<file path="src/rtl/pe_load_store_unit_if.sv">
// Request, memory and response bundle for the PE load/store unit.
// master = PE/memory side, slave = the load/store unit.
interface pe_load_store_unit_if #(
    parameter int XLEN = 32
);
    logic              req_valid;
    logic              req_ready;
    logic              req_store;
    logic [2:0]        req_funct3;
    logic [XLEN-1:0]   req_base;
    logic [11:0]       req_imm;
    logic [XLEN-1:0]   req_wdata;
    logic [4:0]        req_rd;
    logic [XLEN-1:0]   mem_address;
    logic              mem_read;
    logic              mem_write;
    logic [XLEN-1:0]   mem_wdata;
    logic [XLEN/8-1:0] mem_wstrb;
    logic [XLEN-1:0]   mem_rdata;
    logic              mem_ack;
    logic              resp_valid;
    logic              resp_ready;
    logic [XLEN-1:0]   resp_data;
    logic [4:0]        resp_rd;
    logic              resp_rdWrite;
    logic              resp_fault;
    logic [1:0]        fault_cause;

    modport master (
        output req_valid, req_store, req_funct3, req_base,
        output req_imm, req_wdata, req_rd,
        output mem_rdata, mem_ack, resp_ready,
        input  req_ready, mem_address, mem_read, mem_write,
        input  mem_wdata, mem_wstrb, resp_valid, resp_data,
        input  resp_rd, resp_rdWrite, resp_fault, fault_cause
    );

    modport slave (
        input  req_valid, req_store, req_funct3, req_base,
        input  req_imm, req_wdata, req_rd,
        input  mem_rdata, mem_ack, resp_ready,
        output req_ready, mem_address, mem_read, mem_write,
        output mem_wdata, mem_wstrb, resp_valid, resp_data,
        output resp_rd, resp_rdWrite, resp_fault, fault_cause
    );
endinterface

</file>
<file path="src/rtl/pe_load_store_unit.sv">
// Load/store unit for a CGRA RISC-V PE: one request/ack memory
// transaction per accepted op, returning extended data or a fault.
module pe_load_store_unit #(
    parameter int XLEN    = 32,
    parameter int TIMEOUT = 255
) (
    input logic                 clk,
    input logic                 reset,
    pe_load_store_unit_if.slave bus
);
    localparam int NB   = XLEN / 8;
    localparam int LW   = $clog2(NB);
    localparam int TO_W = (TIMEOUT > 0) ? $clog2(TIMEOUT + 1) : 1;

    typedef enum logic [1:0] {
        S_IDLE,
        S_ACCESS,
        S_RESP
    } state_e;

    state_e          state_q, state_d;
    logic [TO_W-1:0] cnt_q, cnt_d;
    logic [XLEN-1:0] addr_q, addr_d;
    logic [XLEN-1:0] wdata_q, wdata_d;
    logic [NB-1:0]   wstrb_q, wstrb_d;
    logic            read_q, read_d;
    logic            write_q, write_d;
    logic [2:0]      f3_q, f3_d;
    logic [LW-1:0]   lane_q, lane_d;
    logic [4:0]      rd_q, rd_d;
    logic [XLEN-1:0] rdat_q, rdat_d;
    logic            rdw_q, rdw_d;
    logic            fault_q, fault_d;
    logic [1:0]      cause_q, cause_d;
    logic [4:0]      rrd_q, rrd_d;

    logic [XLEN-1:0] ea, wrep, shifted, ext;
    logic [LW-1:0]   lane;
    logic [3:0]      nbytes;
    logic [15:0]     bmask;
    logic            legal, misal, accept, expire, leave;

    assign ea     = bus.req_base + XLEN'($signed(bus.req_imm));
    assign lane   = ea[LW-1:0];
    assign nbytes = 4'd1 << bus.req_funct3[1:0];
    assign bmask  = (16'd1 << nbytes) - 16'd1;
    assign misal  = |(ea[2:0] & 3'(nbytes - 4'd1));
    assign accept = bus.req_valid && bus.req_ready;
    assign expire = (TIMEOUT != 0) &&
                    (32'(cnt_q) + 32'd1 == 32'(TIMEOUT));

    always_comb begin
        legal = 1'b0;
        unique case (bus.req_funct3)
            3'b000, 3'b001, 3'b010: legal = 1'b1;
            3'b011:         legal = (XLEN == 64);
            3'b100, 3'b101: legal = !bus.req_store;
            3'b110:         legal = (XLEN == 64) && !bus.req_store;
            default:        legal = 1'b0;
        endcase
    end

    always_comb begin
        wrep = bus.req_wdata;
        unique case (bus.req_funct3[1:0])
            2'b00:   wrep = {NB{bus.req_wdata[7:0]}};
            2'b01:   wrep = {(NB/2){bus.req_wdata[15:0]}};
            2'b10:   wrep = {(NB/4){bus.req_wdata[31:0]}};
            default: wrep = bus.req_wdata;
        endcase
    end

    // Load lane selected by the low EA bits captured at accept
    assign shifted = bus.mem_rdata >> {lane_q, 3'b000};

    always_comb begin
        ext = shifted;
        unique case (f3_q)
            3'b000:  ext = XLEN'($signed(shifted[7:0]));
            3'b001:  ext = XLEN'($signed(shifted[15:0]));
            3'b010:  ext = XLEN'($signed(shifted[31:0]));
            3'b100:  ext = XLEN'(shifted[7:0]);
            3'b101:  ext = XLEN'(shifted[15:0]);
            3'b110:  ext = XLEN'(shifted[31:0]);
            default: ext = shifted;
        endcase
    end

    always_comb begin
        state_d = state_q;
        cnt_d   = cnt_q;
        addr_d  = addr_q;
        wdata_d = wdata_q;
        wstrb_d = wstrb_q;
        read_d  = read_q;
        write_d = write_q;
        f3_d    = f3_q;
        lane_d  = lane_q;
        rd_d    = rd_q;
        rdat_d  = rdat_q;
        rdw_d   = rdw_q;
        fault_d = fault_q;
        cause_d = cause_q;
        rrd_d   = rrd_q;
        leave   = 1'b0;
        unique case (state_q)
            S_IDLE: begin
                if (accept) begin
                    f3_d   = bus.req_funct3;
                    lane_d = lane;
                    rd_d   = bus.req_rd;
                    if (!legal || misal) begin
                        state_d = S_RESP;
                        fault_d = 1'b1;
                        cause_d = legal ? 2'b01 : 2'b11;
                        rrd_d   = bus.req_rd;
                        rdat_d  = '0;
                        rdw_d   = 1'b0;
                    end else begin
                        state_d = S_ACCESS;
                        cnt_d   = '0;
                        addr_d  = {ea[XLEN-1:LW], {LW{1'b0}}};
                        read_d  = !bus.req_store;
                        write_d = bus.req_store;
                        wdata_d = bus.req_store ? wrep : '0;
                        wstrb_d = bus.req_store ?
                                  (bmask[NB-1:0] << lane) : '0;
                    end
                end
            end
            S_ACCESS: begin
                if (bus.mem_ack) begin
                    leave   = 1'b1;
                    rdw_d   = read_q;
                    rdat_d  = read_q ? ext : '0;
                    fault_d = 1'b0;
                    cause_d = 2'b00;
                end else if (expire) begin
                    leave   = 1'b1;
                    rdw_d   = 1'b0;
                    rdat_d  = '0;
                    fault_d = 1'b1;
                    cause_d = 2'b10;
                end else begin
                    cnt_d = cnt_q + TO_W'(1);
                end
                if (leave) begin
                    state_d = S_RESP;
                    rrd_d   = rd_q;
                    read_d  = 1'b0;
                    write_d = 1'b0;
                    addr_d  = '0;
                    wdata_d = '0;
                    wstrb_d = '0;
                end
            end
            S_RESP: begin
                if (bus.resp_ready) begin
                    state_d = S_IDLE;
                    rdat_d  = '0;
                    rdw_d   = 1'b0;
                    fault_d = 1'b0;
                    cause_d = 2'b00;
                    rrd_d   = '0;
                end
            end
            default: state_d = S_IDLE;
        endcase
    end

    always_ff @(posedge clk or negedge reset) begin
        if (!reset) begin
            state_q <= S_IDLE;
            cnt_q   <= '0;
            addr_q  <= '0;
            wdata_q <= '0;
            wstrb_q <= '0;
            read_q  <= 1'b0;
            write_q <= 1'b0;
            f3_q    <= '0;
            lane_q  <= '0;
            rd_q    <= '0;
            rdat_q  <= '0;
            rdw_q   <= 1'b0;
            fault_q <= 1'b0;
            cause_q <= '0;
            rrd_q   <= '0;
        end else begin
            state_q <= state_d;
            cnt_q   <= cnt_d;
            addr_q  <= addr_d;
            wdata_q <= wdata_d;
            wstrb_q <= wstrb_d;
            read_q  <= read_d;
            write_q <= write_d;
            f3_q    <= f3_d;
            lane_q  <= lane_d;
            rd_q    <= rd_d;
            rdat_q  <= rdat_d;
            rdw_q   <= rdw_d;
            fault_q <= fault_d;
            cause_q <= cause_d;
            rrd_q   <= rrd_d;
        end
    end

    assign bus.req_ready    = (state_q == S_IDLE) && reset;
    assign bus.mem_address  = addr_q;
    assign bus.mem_read     = read_q;
    assign bus.mem_write    = write_q;
    assign bus.mem_wdata    = wdata_q;
    assign bus.mem_wstrb    = wstrb_q;
    assign bus.resp_valid   = (state_q == S_RESP);
    assign bus.resp_data    = rdat_q;
    assign bus.resp_rd      = rrd_q;
    assign bus.resp_rdWrite = rdw_q;
    assign bus.resp_fault   = fault_q;
    assign bus.fault_cause  = cause_q;
endmodule

</file>
<file path="src/flat_wrapper.sv">
// flat-port wrapper written by rule: the top's interface ports become plain ports
module pe_load_store_unit_flat 
#(
    parameter int XLEN    = 32,
    parameter int TIMEOUT = 255
)
  (clk, reset, bus_req_valid, bus_req_store, bus_req_funct3, bus_req_base, bus_req_imm, bus_req_wdata, bus_req_rd, bus_mem_rdata, bus_mem_ack, bus_resp_ready, bus_req_ready, bus_mem_address, bus_mem_read, bus_mem_write, bus_mem_wdata, bus_mem_wstrb, bus_resp_valid, bus_resp_data, bus_resp_rd, bus_resp_rdWrite, bus_resp_fault, bus_fault_cause);
  pe_load_store_unit_if #(.XLEN(XLEN)) bus_i ();
  input logic clk;
  input logic reset;
  input wire logic [$bits(bus_i.req_valid)-1:0] bus_req_valid;
  input wire logic [$bits(bus_i.req_store)-1:0] bus_req_store;
  input wire logic [$bits(bus_i.req_funct3)-1:0] bus_req_funct3;
  input wire logic [$bits(bus_i.req_base)-1:0] bus_req_base;
  input wire logic [$bits(bus_i.req_imm)-1:0] bus_req_imm;
  input wire logic [$bits(bus_i.req_wdata)-1:0] bus_req_wdata;
  input wire logic [$bits(bus_i.req_rd)-1:0] bus_req_rd;
  input wire logic [$bits(bus_i.mem_rdata)-1:0] bus_mem_rdata;
  input wire logic [$bits(bus_i.mem_ack)-1:0] bus_mem_ack;
  input wire logic [$bits(bus_i.resp_ready)-1:0] bus_resp_ready;
  output wire logic [$bits(bus_i.req_ready)-1:0] bus_req_ready;
  output wire logic [$bits(bus_i.mem_address)-1:0] bus_mem_address;
  output wire logic [$bits(bus_i.mem_read)-1:0] bus_mem_read;
  output wire logic [$bits(bus_i.mem_write)-1:0] bus_mem_write;
  output wire logic [$bits(bus_i.mem_wdata)-1:0] bus_mem_wdata;
  output wire logic [$bits(bus_i.mem_wstrb)-1:0] bus_mem_wstrb;
  output wire logic [$bits(bus_i.resp_valid)-1:0] bus_resp_valid;
  output wire logic [$bits(bus_i.resp_data)-1:0] bus_resp_data;
  output wire logic [$bits(bus_i.resp_rd)-1:0] bus_resp_rd;
  output wire logic [$bits(bus_i.resp_rdWrite)-1:0] bus_resp_rdWrite;
  output wire logic [$bits(bus_i.resp_fault)-1:0] bus_resp_fault;
  output wire logic [$bits(bus_i.fault_cause)-1:0] bus_fault_cause;
  assign bus_i.req_valid = bus_req_valid;
  assign bus_i.req_store = bus_req_store;
  assign bus_i.req_funct3 = bus_req_funct3;
  assign bus_i.req_base = bus_req_base;
  assign bus_i.req_imm = bus_req_imm;
  assign bus_i.req_wdata = bus_req_wdata;
  assign bus_i.req_rd = bus_req_rd;
  assign bus_i.mem_rdata = bus_mem_rdata;
  assign bus_i.mem_ack = bus_mem_ack;
  assign bus_i.resp_ready = bus_resp_ready;
  assign bus_req_ready = bus_i.req_ready;
  assign bus_mem_address = bus_i.mem_address;
  assign bus_mem_read = bus_i.mem_read;
  assign bus_mem_write = bus_i.mem_write;
  assign bus_mem_wdata = bus_i.mem_wdata;
  assign bus_mem_wstrb = bus_i.mem_wstrb;
  assign bus_resp_valid = bus_i.resp_valid;
  assign bus_resp_data = bus_i.resp_data;
  assign bus_resp_rd = bus_i.resp_rd;
  assign bus_resp_rdWrite = bus_i.resp_rdWrite;
  assign bus_resp_fault = bus_i.resp_fault;
  assign bus_fault_cause = bus_i.fault_cause;
  pe_load_store_unit #(.XLEN(XLEN), .TIMEOUT(TIMEOUT)) u_core (.clk(clk), .reset(reset), .bus(bus_i));
endmodule
</file>
<file path="config.mk">
export PLATFORM = sky130hd
export DESIGN_NAME = pe_load_store_unit_flat
export DESIGN_NICKNAME = d
export VERILOG_FILES = /design/src/rtl/pe_load_store_unit_if.sv /design/src/rtl/pe_load_store_unit.sv /design/src/flat_wrapper.sv
export SDC_FILE = /design/constraint.sdc
export NUM_CORES = 1
export LEC_CHECK = 0
export ABC_CLOCK_PERIOD_IN_PS = 2900
export CAP_MARGIN = 25
export CORE_MARGIN = 5
export CORE_UTILIZATION = 49
export CTS_CLUSTER_SIZE = 10
export DETAILED_ROUTE_END_ITERATION = 16
export MAX_ROUTING_LAYER = met4
export PLACE_DENSITY = 0.94
export SYNTH_ARGS = -nofsm -noshare
export SYNTH_HDL_FRONTEND = slang
export SYNTH_SLANG_ARGS = --single-unit
</file>
<file path="constraint.sdc">
create_clock -name clk -period 2.9 [get_ports clk]
set_input_delay 0.29 -clock clk [delete_from_list [all_inputs] [get_ports clk]]
set_output_delay 0.29 -clock clk [all_outputs]
set_load 0.005 [all_outputs]
</file>
======== After elaboration in Yosys (flattened, before gate mapping) ========
Index checks and enable logic that the tools add are counted.
storage, ports and cells
  register bits after elaboration ......... 131
cells by class
  multiplexer cells ....................... 65
  add/sub/neg operators ................... 5
  reductions and logical operators ........ 20
  bitwise operators ....................... 1
  shifts and indexed selects .............. 4
  equality and inequality tests ........... 19
operator list
  operator                                         count
  2-to-1 mux 32 bit                                12
  one-hot mux 32 bit (2 select lines)              3
  one-hot mux 32 bit (4 select lines)              1
  one-hot mux 32 bit (3 select lines)              1
  adder 32 bit                                     1
  == test 32 x 8 -> 1 bit (second input constant)  1
  2-to-1 mux 8 bit                                 4
  >> shifter 32 x 5 -> 32 bit                      1
  2-to-1 mux 5 bit                                 4
  2-to-1 mux 2 bit                                 9
  2-to-1 mux 1 bit                                 17
  2-to-1 mux 4 bit                                 4
  one-hot mux 8 bit (2 select lines)               1
  one-hot mux 5 bit (3 select lines)               1
  AND reduction 5 bit                              3
  == test 3 bit (second input constant)            4
  one-hot mux 2 bit (3 select lines)               2
  adder 8 x 1 -> 9 bit (second input constant)     1
  adder 8 x 1 -> 8 bit (second input constant)     1
  != test 2 bit (second input constant)            4
  one-hot mux 4 bit (2 select lines)               1
  == test 3 x 1 -> 1 bit (second input constant)   2
  zero test 3 bit                                  2
  != test 2 x 1 -> 1 bit (second input constant)   3
  23 further kinds                                 31

======== Logic depth before layout (Yosys ltp) ========
Gate-level depths: netlist of the first run.
  word-level depth ........................ 8
  gate-level depth with buffers ........... 12
  depth with buffers taken out ............ 9

======== Worst setup path before layout of the first run ========
Ideal clock, no wire load.
  kind .................................... in2reg
  start point ............................. input port bus_req_funct3[1]
  end point ............................... register u_core.rdat_q[27], in the netlist u_core.bus.resp_data[27]
  setup slack ............................. 0.277 ns
  arrival time ............................ 2.495 ns
  path buffers ............................ 3
  stages .................................. 10
  setup time .............................. 0.127 ns
  path through ............................ clkbuf_1 > nor2_1 > inv_1 > ha_1 > o2111ai_1 > nor2_1 > nor4_2 > buf_4 > buf_6 > mux2_1
between the ends
  cells in the longest elaborated chain, start to end .. 7
  elaborated cells on any way between the ends .. 16
RTL lines
  what                                                                     line                                                 source
  start: declaration                                                       flat_wrapper.sv:13                                   input wire logic [$bits(bus_i.req_funct3)-1:0] bus_req_funct3;
  left shift 1 x 2 -> 4 bit (tied with other cells)                        pe_load_store_unit.sv:45                             assign nbytes = 4'd1 << bus.req_funct3[1:0];
  subtractor 3 x 1 -> 3 bit (tied with other cells)                        pe_load_store_unit.sv:47                             assign misal = |(ea[2:0] & 3'(nbytes - 4'd1));
  bitwise AND 3 bit or one-hot mux 1 bit (2 select lines) (tied branches)  pe_load_store_unit.sv:47, pe_load_store_unit.sv:54
  OR reduction 3 bit or zero test 1 bit (tied branches)                    pe_load_store_unit.sv:47, pe_load_store_unit.sv:112
  logical OR 1 bit *                                                       pe_load_store_unit.sv:112                            if (!legal || misal) begin
  != test 2 x 1 -> 1 bit (no line) *                                       n/a
  AND reduction 5 bit (no line) *                                          n/a
  end signal: assignment                                                   pe_load_store_unit.sv:199                            rdat_q <= rdat_d;
  end: declaration                                                         pe_load_store_unit.sv:31                             logic [XLEN-1:0] rdat_q, rdat_d;
Every way passes the cells marked *; elsewhere a longest branch is shown, timed or not.
A chain may end at the register's enable or synchronous reset.

======== Worst setup path in the final report of the first run ========
  start point ............................. input port bus_req_imm[0]
  end point ............................... register u_core.addr_q[31], in the netlist u_core.bus.mem_address[31]
between the ends
  cells in the longest elaborated chain, start to end .. 6
  elaborated cells on any way between the ends .. 9
RTL lines
  what                           line                       source
  start: declaration             flat_wrapper.sv:15         input wire logic [$bits(bus_i.req_imm)-1:0] bus_req_imm;
  adder 32 bit                   pe_load_store_unit.sv:43   assign ea = bus.req_base + XLEN'($signed(bus.req_imm));
  net u_core.ea[1]               pe_load_store_unit.sv:37   logic [XLEN-1:0] ea, wrep, shifted, ext;
  bitwise AND 3 bit              pe_load_store_unit.sv:47
  OR reduction 3 bit             pe_load_store_unit.sv:47
  logical OR 1 bit               pe_load_store_unit.sv:112
  != test 2 bit (no line)        n/a
  AND reduction 4 bit (no line)  n/a
  end signal: assignment         pe_load_store_unit.sv:191  addr_q <= addr_d;
  end: declaration               pe_load_store_unit.sv:23   logic [XLEN-1:0] addr_q, addr_d;
The timed path passes the listed nets, and every way through them passes these cells. The select of a mux whose other input is x is not followed.

==> results.sh, run 1 <==
export IMPL_seqPwrFrac_pct=31.1
export IMPL_pwr_share_comb_pct=44.5
export IMPL_die_area_um2=19200
export IMPL_synth_top_cell_area_share_pct=40.0
export IMPL_post_cts_buffers=0
export IMPL_clk_pin_slew_ps=60
export IMPL_groute_usage_overall_pct=28.1
export IMPL_setup_viol=0
export IMPL_power_report_internal_total_mw=5.97
export IMPL_synth_seq_cells=129
export IMPL_cap_violations=0
export IMPL_mostFrequentLayoutCells="clkdlybuf4s50_1 (231), dfrtp_1 (129), nand2_1 (110)"
export IMPL_p_sw_mw=3.20
export IMPL_crit_chain="clkdlybuf4s50_1 -> ha_1 -> fa_1 -> inv_1 -> o2111ai_1 -> a2bb2oi_2 -> or2_2 -> buf_12 -> a21oi_1 -> nand3_1"
export IMPL_outcome="completed"
export IMPL_min_path_type="primary input to async pin"
export IMPL_startpoint="bus_req_imm[0]"
export IMPL_wl_met2_mm=12.8
export IMPL_ctsHoldBuffers=0
export IMPL_overflow=0
export IMPL_ys_seq_area_share_pct=40.0
export IMPL_numCtsBuffers=17
export IMPL_slowest_delay_ps=520
export IMPL_cts_tree="done"
export IMPL_wl_per_cell_um=19.2
export IMPL_synth_warnings=0
export IMPL_num_vias=7949
export IMPL_die_y_um=138
export IMPL_regToRegStartpoint="u_core.state_q[0]"
export IMPL_grt_pass1_vias=8112
export IMPL_p_leak_nw=5.13
export IMPL_drt_initial_drc_count=628
export IMPL_h_tree_depth=4
export IMPL_vias_per_cell=5.81
export IMPL_start_util_pct=49.4
export IMPL_synth_area_um2=8080
export IMPL_fin_crit_sh_pct=93.1
export IMPL_timing_fmax_mhz=370
export IMPL_insertion_delay_ps=420
export IMPL_min_period_ps=2700
export IMPL_cts_root_buf="clkbuf_16"
export IMPL_utilization_pct=70.9
export IMPL_cts_buffer_depth=2
export IMPL_wirelength_mm=26.3
export IMPL_ant_nets=0
export IMPL_place_gp_congestion=0.925
export IMPL_clkPwrFrac_pct=24.4
export IMPL_worst_slew_pin_slew_ps=840
export IMPL_cts_sinks=129
export IMPL_met1Wirelength_mm=10.5
export IMPL_dp_hpwl_mm=20.1
export IMPL_rows=47
export IMPL_grt_pass1_wl_mm=42.7
export IMPL_end_kind="register"
export IMPL_core_area_um2=16300
export IMPL_critPathLaunchType="primary input"
export IMPL_synth_async_reset_ratio_pct=100
export IMPL_drc_errors=0
export IMPL_port_buffers=232
export IMPL_drtPass1Iterations=6
export IMPL_reg2reg_to="u_core.bus.mem_address[31]"
export IMPL_die_w_um=138
export IMPL_reg2reg_depth=9
export IMPL_critPathMaxFanout=26
export IMPL_dr_wl_met3_mm=2.20
export IMPL_clock_skew_ps=11.4
export IMPL_synth_distinct_cells=65
export IMPL_synth_edff_count=0
export IMPL_yosysTopAreaCell="dfrtp_1"
export IMPL_vdd_drop_max_mv=0.488
export IMPL_synth_ff_type="dfrtp_1"
export IMPL_final_cell_area_um2=11600
export IMPL_hold_viol=0
export IMPL_power_mw=9.17
export IMPL_crit_path_top_delay_cell="fa_1"
export IMPL_placed_area_um2=11000
export IMPL_synthCells=875
export IMPL_reg2reg_slack_ps=260
export IMPL_required_ps=3180
export IMPL_rsz0062_at_grt="false"
export IMPL_synth_top_cells_by_area="dfrtp_1 (40%), ha_1 (6.2%), mux2_2 (6.0%), nand2_1 (5.1%), o21ai_0 (5.0%)"
export IMPL_cp_arrival_ps=2980
export IMPL_area_growth_pct=43.4
export IMPL_cts_resized=0
export IMPL_power_density_nw_per_um2=791
export IMPL_drive_above_1_share_pct=13.2
export IMPL_antenna_found_initial=1
export IMPL_routed_top_layer="met4"
export IMPL_nNetsFinal=1299
export IMPL_grt_max_degree=66
export IMPL_relSlewSlack_pct=44.0
export IMPL_critical_path_class="primary input to register"
export IMPL_finalMaxSlewViolations=0
export IMPL_swShare_pct=34.9
export IMPL_final_common_cell="clkdlybuf4s50_1"
export IMPL_avgSynthCellArea_um2=9.23
export IMPL_ioPinCount=235
cell families (layout without fill, tap and decap cells):
kind of cell,after synthesis,after routing,share of synthesized area (%)
adders and majority gates,41,41,6.44
xor gates and xnor gates,23,23,2.49
muxes,75,75,10.0
other,1,3,0.0464
AOI/OAI and AO/OA,284,284,22.9
DFF,129,129,40.0
and+or+nand+nor,246,246,14.0
buffers and inverters,76,348,4.14
cell type report:
type / count / area [um2]
antenna: 1 / 2.50
inverter: 22 / 82.6
fill: 1245 / 4760
tap: 220 / 275
clock buffer: 20 / 447
sequential: 129 / 3230
clock inverter: 11 / 161
multi-input combinational: 671 / 4530
timing repair buffer: 295 / 2860
routing by layer:
layer  up-vias  track usage (%)
li1       3702                -
met1      3788             34.7
met2       398             45.8
met3        61             6.80
met4         0             8.89
met5         -                -
synth_stat cells, drive strengths merged, types with 2 or more instances:
cell / number
nand4: 6
nor2: 49
and3: 4
dfrtp: 129
nand2: 110
or2: 4
o21bai: 7
nand3: 18
or3: 9
a2bb2oi: 2
a21oi: 67
o21a: 12
nand2b: 4
nor2b: 18
a32o: 6
and2: 7
a22o: 15
xor2: 13
nor4: 4
o211ai: 4
clkbuf: 26
a21o: 15
a31oi: 11
buf: 28
a21boi: 2
inv: 22
mux2i: 28
xnor2: 10
o22ai: 4
o21ai: 81
a221oi: 10
ha: 40
o31ai: 18
nor3: 10
a211oi: 19
a211o: 3
mux2: 47
a311oi: 2
stage by stage:
step | setup WS [ps] | cells | hold WS [ps] | TNS, ps
final | 200 | 1369 | 61.3 | 0
after global routing | 68.9 | 1369 | 130 | 0
after CTS | 265 | 1368 | 91.4 | 0
after detailed placement | -147 | 1337 | 470 | -6310
after global placement | -84.0 | 1337 | 462 | -2710
after floorplan | 277 | 876 | -5.59 | 0
how the worst max path moves through the flow:
stage	end	slack, ps
global placement	u_core.bus.mem_address[26]	-80
global route	u_core.bus.resp_rd[0]	70
CTS	u_core.bus.resp_data[24]	260
floorplan	u_core.bus.resp_data[27]	280
detailed placement	u_core.bus.resp_data[16]	-150
finish	u_core.bus.mem_address[31]	200
worst max-delay path, delay by kind of cell:
family	cells	cell delay, ps
and+or+nand+nor	2	560
buffers and inverters	3	720
AOI/OAI and AO/OA	3	670
adders and majority gates	2	750
state kept, by name, indices dropped and copies added (netlist names), 3 cells and up:
name and count:
u_core.bus.mem_wdata 32, u_core.bus.resp_data 32, u_core.bus.mem_address 30, u_core.cnt_q 8, u_core.bus.resp_rd 5, u_core.rd_q 5, u_core.bus.mem_wstrb 4, u_core.f3_q 3
power by group through the flow:
stage / clock, mW / sequential, mW / combinational [mW]
floorplan: 0 / 2.75 / 2.14
global placement: 0 / 2.83 / 3.92
detailed placement: 0 / 2.84 / 4.05
CTS: 2.26 / 2.84 / 4.09
global route: 2.36 / 2.92 / 4.44
finish: 2.24 / 2.85 / 4.08
(Power assumes the default switching activity.)
==> run 2: changes to the inputs <==
Settings changed: RECOVER_POWER set to 100.
==> results.sh, run 2 (synthesized netlist as in run 1, its figures left out) <==
export IMPL_outcome="complete, but fails checks"
export IMPL_violations="capacitance limit, slew limit"
export IMPL_wirelength_mm=26.4
export IMPL_min_period_ps=2720
export IMPL_cts_buffer_depth=2
export IMPL_critical_path_class="primary input to register"
export IMPL_final_common_cell="dfrtp_1"
export IMPL_cts_resized=0
export IMPL_num_vias=7963
export IMPL_finalSetupTns_ps=0
export IMPL_cts_sinks=129
export IMPL_min_path_type="primary input to async pin"
export IMPL_clock_skew_ps=8.96
export IMPL_required_ps=3190
export IMPL_final_cell_area_um2=11500
export IMPL_timing_fmax_mhz=368
export IMPL_drc_errors=0
export IMPL_numCtsBuffers=17
export IMPL_nNetsFinal=1299
export IMPL_cp_common_cell="nand3_1"
export IMPL_drive_above_1_share_pct=12.7
export IMPL_antenna_found_initial=1
export IMPL_relSlewSlack_pct=-8.79
export IMPL_end_kind="register"
export IMPL_place_inst=1337
export IMPL_cts_tree="done"
export IMPL_finalMaxSlewViolations=66
export IMPL_wl_per_cell_um=19.3
export IMPL_worst_slew_pin_slew_ps=1630
export IMPL_mostFrequentLayoutCells="dfrtp_1 (129), clkdlybuf4s50_1 (120), dlygate4sd3_1 (111)"
export IMPL_holdWs_ps=476
export IMPL_drt_initial_drc_count=632
export IMPL_power_density_nw_per_um2=775
export IMPL_ctsHoldBuffers=0
export IMPL_fill_cells=1254
export IMPL_port_buffers=232
export IMPL_post_cts_buffers=0
export IMPL_dp_hpwl_mm=20.1
export IMPL_fin_cells=1369
export IMPL_h_tree_depth=4
export IMPL_placed_area_um2=11000
export IMPL_crit_chain="clkdlybuf4s50_1 -> ha_1 -> fa_1 -> inv_1 -> o2111ai_1 -> a2bb2oi_1 -> clkbuf_1 -> nor2_1 -> nand3_1 -> a21o_1 -> nand3_1"
export IMPL_drtPass1Iterations=6
export IMPL_vdd_drop_max_mv=0.484
export IMPL_p_leak_nw=5.38
export IMPL_hold_viol=0
export IMPL_fin_crit_sh_pct=93.8
export IMPL_grt_pass1_vias=8112
export IMPL_setup_viol=0
export IMPL_grt_max_degree=66
export IMPL_die_y_um=138
export IMPL_grt_pass1_wl_mm=42.7
export IMPL_die_area_um2=19200
export IMPL_critPathMaxFanout=8
export IMPL_ant_nets=0
export IMPL_utilization_pct=70.6
export IMPL_cp_arrival_ps=3010
export IMPL_start_util_pct=49.4
export IMPL_cap_violations=1
export IMPL_critPathLaunchType="primary input"
export IMPL_cts_root_buf="clkbuf_16"
export IMPL_crit_path_top_delay_cell="fa_1"
export IMPL_die_w_um=138
export IMPL_rows=47
export IMPL_overflow=0
export IMPL_setup_slack_ps=180
export IMPL_vias_per_cell=5.82
export IMPL_groute_usage_overall_pct=28.1
export IMPL_rsz0062_at_grt="false"
export IMPL_dpl_worst_slack_ps=-147
export IMPL_area_growth_pct=42.9
export IMPL_insertion_delay_ps=420
export IMPL_slowest_delay_ps=570
export IMPL_power_mw=8.95
export IMPL_core_area_um2=16300
export IMPL_place_gp_congestion=0.925
export IMPL_clk_pin_slew_ps=60
export IMPL_ioPinCount=235
[run 2: cell count changes in the layout (fill, tap and decap cells not counted), sizes merged]
cell,delta
buf,-6
clkbuf,+6
clkdlybuf4s50,-111
dlygate4sd3,+111
[run 2: worst max-delay path, delay by kind of cell]
kind / cells / cell delay (ps)
adder cells (fa/ha/maj): 2 / 800
AO/OA/AOI/OAI: 3 / 780
buffers and inverters: 3 / 720
AND/OR/NAND/NOR: 3 / 420
[run 2: worst paths after layout]
path	from	to	slack [ps]	depth (start not counted)
min in group clk	u_core.bus.mem_wdata[26]	u_core.bus.mem_wdata[26]	480	2
worst min register to register	u_core.bus.mem_wdata[26]	u_core.bus.mem_wdata[26]	480	2
worst max-delay path	bus_req_imm[0]	u_core.bus.mem_address[31]	180	11
max in group asynchronous	reset	u_core.rd_q[0]	630	3
worst min-delay path	reset	u_core.bus.resp_data[12]	480	2
worst max register to register	u_core.state_q[0]	u_core.bus.mem_address[31]	240	10
[run 2: power breakdown]
group	switching [mW]	leakage [nW]	internal [mW]
clock network	0.794	0.300	1.45
registers	0.437	1.70	2.39
logic	1.95	3.38	1.93
total	3.18	5.38	5.77
[run 2: metal layers]
| layer | vias to the layer above | part of all wire, % | wire length [um] | track usage (%) |
|---|---|---|---|---|
| li1 | 3713 | - | - | - |
| met1 | 3806 | 40 | 10700 | 34.7 |
| met2 | 383 | 49 | 12900 | 45.8 |
| met3 | 61 | 8.1 | 2140 | 6.80 |
| met4 | 0 | 2.7 | 703 | 8.89 |
| met5 | - | 0 | 0 | - |
[run 2: final cells by class]
type | instances | area, um2 | area share, %
well taps | 220 | 275 | 2.38
inverters | 22 | 82.6 | 0.715
repair buffers | 295 | 2840 | 24.6
clock buffers | 20 | 447 | 3.87
flip-flops and latches | 129 | 3230 | 28.0
clock inverters | 11 | 161 | 1.40
multi-input cells | 671 | 4510 | 39.1
diodes | 1 | 2.50 | 0.0217
==> run 3: changes to the inputs <==
Settings changed: GPL_TIMING_DRIVEN set to 0, TNS_END_PERCENT set to 1.
==> results.sh, run 3 (synthesized netlist as in run 1, its figures left out) <==
export IMPL_nNetsFinal=1295
export IMPL_grt_busiest_layer="met2"
export IMPL_cp_arrival_ps=3120
export IMPL_grt_pass1_wl_mm=42.4
export IMPL_critPathMaxFanout=10
export IMPL_fill_cells=1262
export IMPL_fin_crit_sh_pct=97.2
export IMPL_ff_latch_area_um2=3230
export IMPL_drt_initial_drc_count=522
export IMPL_wirelength_mm=26.9
export IMPL_cts_buffer_depth=2
export IMPL_dp_hpwl_mm=20.7
export IMPL_vias_per_cell=5.90
export IMPL_die_w_um=138
export IMPL_cts_tree="done"
export IMPL_ant_nets=0
export IMPL_antenna_found_initial=0
export IMPL_violations="capacitance limit, slew limit"
export IMPL_end_kind="register"
export IMPL_min_period_ps=2820
export IMPL_reg2reg_slack_ps=200
export IMPL_power_density_nw_per_um2=791
export IMPL_place_gp_congestion=0.950
export IMPL_hold_viol=0
export IMPL_worstHoldStart="bus_req_funct3[0]"
export IMPL_cap_violations=1
export IMPL_multiInputGateArea_um2=4570
export IMPL_finalSetupTns_ps=0
export IMPL_groute_usage_overall_pct=28.0
export IMPL_vdd_drop_max_mv=0.467
export IMPL_reg2reg_depth=8
export IMPL_min_path_type="primary input to register"
export IMPL_wl_per_cell_um=19.7
export IMPL_overflow=0
export IMPL_timing_fmax_mhz=355
export IMPL_insertion_delay_ps=420
export IMPL_grt_max_degree=76
export IMPL_placed_area_um2=10700
export IMPL_drive_above_1_share_pct=10.8
export IMPL_clk_pin_slew_ps=60
export IMPL_die_y_um=138
export IMPL_numCtsBuffers=17
export IMPL_ioPinCount=235
export IMPL_die_area_um2=19200
export IMPL_outcome="complete, but fails checks"
export IMPL_num_vias=8062
export IMPL_clock_skew_ps=8.96
export IMPL_area_growth_pct=41.4
export IMPL_start_util_pct=49.4
export IMPL_p_leak_nw=5.24
export IMPL_worstHoldPathCells=2
export IMPL_relSlewSlack_pct=-30.4
export IMPL_critical_path_class="primary input to register"
export IMPL_grt_pass1_vias=8170
export IMPL_mostFrequentLayoutCells="dfrtp_1 (129), clkdlybuf4s50_1 (117), dlygate4sd3_1 (112)"
export IMPL_port_buffers=231
export IMPL_drtPass1Iterations=5
export IMPL_cts_sinks=129
export IMPL_required_ps=3200
export IMPL_drc_errors=0
export IMPL_regToRegStartpoint="u_core.state_q[1]"
export IMPL_use_met3_pct=6.08
export IMPL_h_tree_depth=4
export IMPL_gr_usage_met1_pct=33.1
export IMPL_rows=47
export IMPL_worst_slew_pin_slew_ps=1960
export IMPL_holdPathEnd="u_core.f3_q[0]"
export IMPL_final_common_cell="dfrtp_1"
export IMPL_finalMaxSlewViolations=38
export IMPL_final_cell_area_um2=11400
export IMPL_cts_root_buf="clkbuf_16"
export IMPL_critPathLaunchType="primary input"
export IMPL_reg2reg_to="u_core.bus.resp_data[16]"
export IMPL_setup_viol=0
export IMPL_use_met2_pct=47.2
export IMPL_core_area_um2=16300
run 3: power breakdown:
part	total [mW]	internal (mW)	switching, mW
sequential	2.75	2.39	0.363
combinational	4.08	1.95	2.13
clock	2.20	1.38	0.821
total	9.03	5.72	3.31
run 3: per-layer routing:
layer	wire, um	share of wire (%)
met1	10100	38
met2	13300	49
met3	2560	9.5
met4	905	3.4
met5	0	0
run 3: critical path, stage by stage:
cell             delay, ps
clkdlybuf4s50_1        410
ha_1                   250
fa_2                   650
inv_2                   90
o2111ai_4              260
nor2_2                  90
nor4_4                 400
buf_6                  180
buf_8                  150
mux2_1                 330
run 3: worst max-delay path by stage:
stage	from	to	slack, ps
2_1_floorplan	bus_req_funct3[1]	u_core.bus.resp_data[27]	280
3_3_place_gp	reset	u_core.bus.resp_data[27]	-4410
3_5_place_dp	bus_req_imm[11]	u_core.bus.mem_address[26]	-930
4_1_cts	bus_req_funct3[0]	u_core.bus.resp_data[28]	7
5_1_grt	bus_req_imm[0]	u_core.bus.resp_data[28]	-20
6_report	bus_req_imm[0]	u_core.bus.resp_data[28]	80
run 3: repair_timing:
item | in CTS | in global routing
resized for setup | 13 | 11
hold buffers | 2 | 0
pin swaps | 0 | 3
setup endpoints to repair | 116 | 97
cloned | 0 | 1
setup buffers | 0 | 3
hold endpoints to repair | 55 | 0
run 3: area by class of cell:
class                      count  area share, %
multi-input combinational    671           40.0
sequential                   129           28.3
timing repair buffer         238           20.9
clock buffer                  20           3.91
tap                          220           2.41
buffer                        53           2.30
clock inverter                12           1.38
inverter                      22          0.723
antenna                        1         0.0219
run 3: stage by stage:
step                      utilization [%]  std cells  hold WS (ps)  power, mW  worst slack [ps]
final                                69.9       1366           366       9.03              81.1
after floorplan                         -        876         -5.59       4.89               277
after global routing                 69.8       1365           407       9.57             -17.8
after global placement               65.3       1327           462       6.72             -4410
after detailed placement             65.4       1328           295       6.87              -927
after CTS                            69.7       1361           450       9.15              7.04
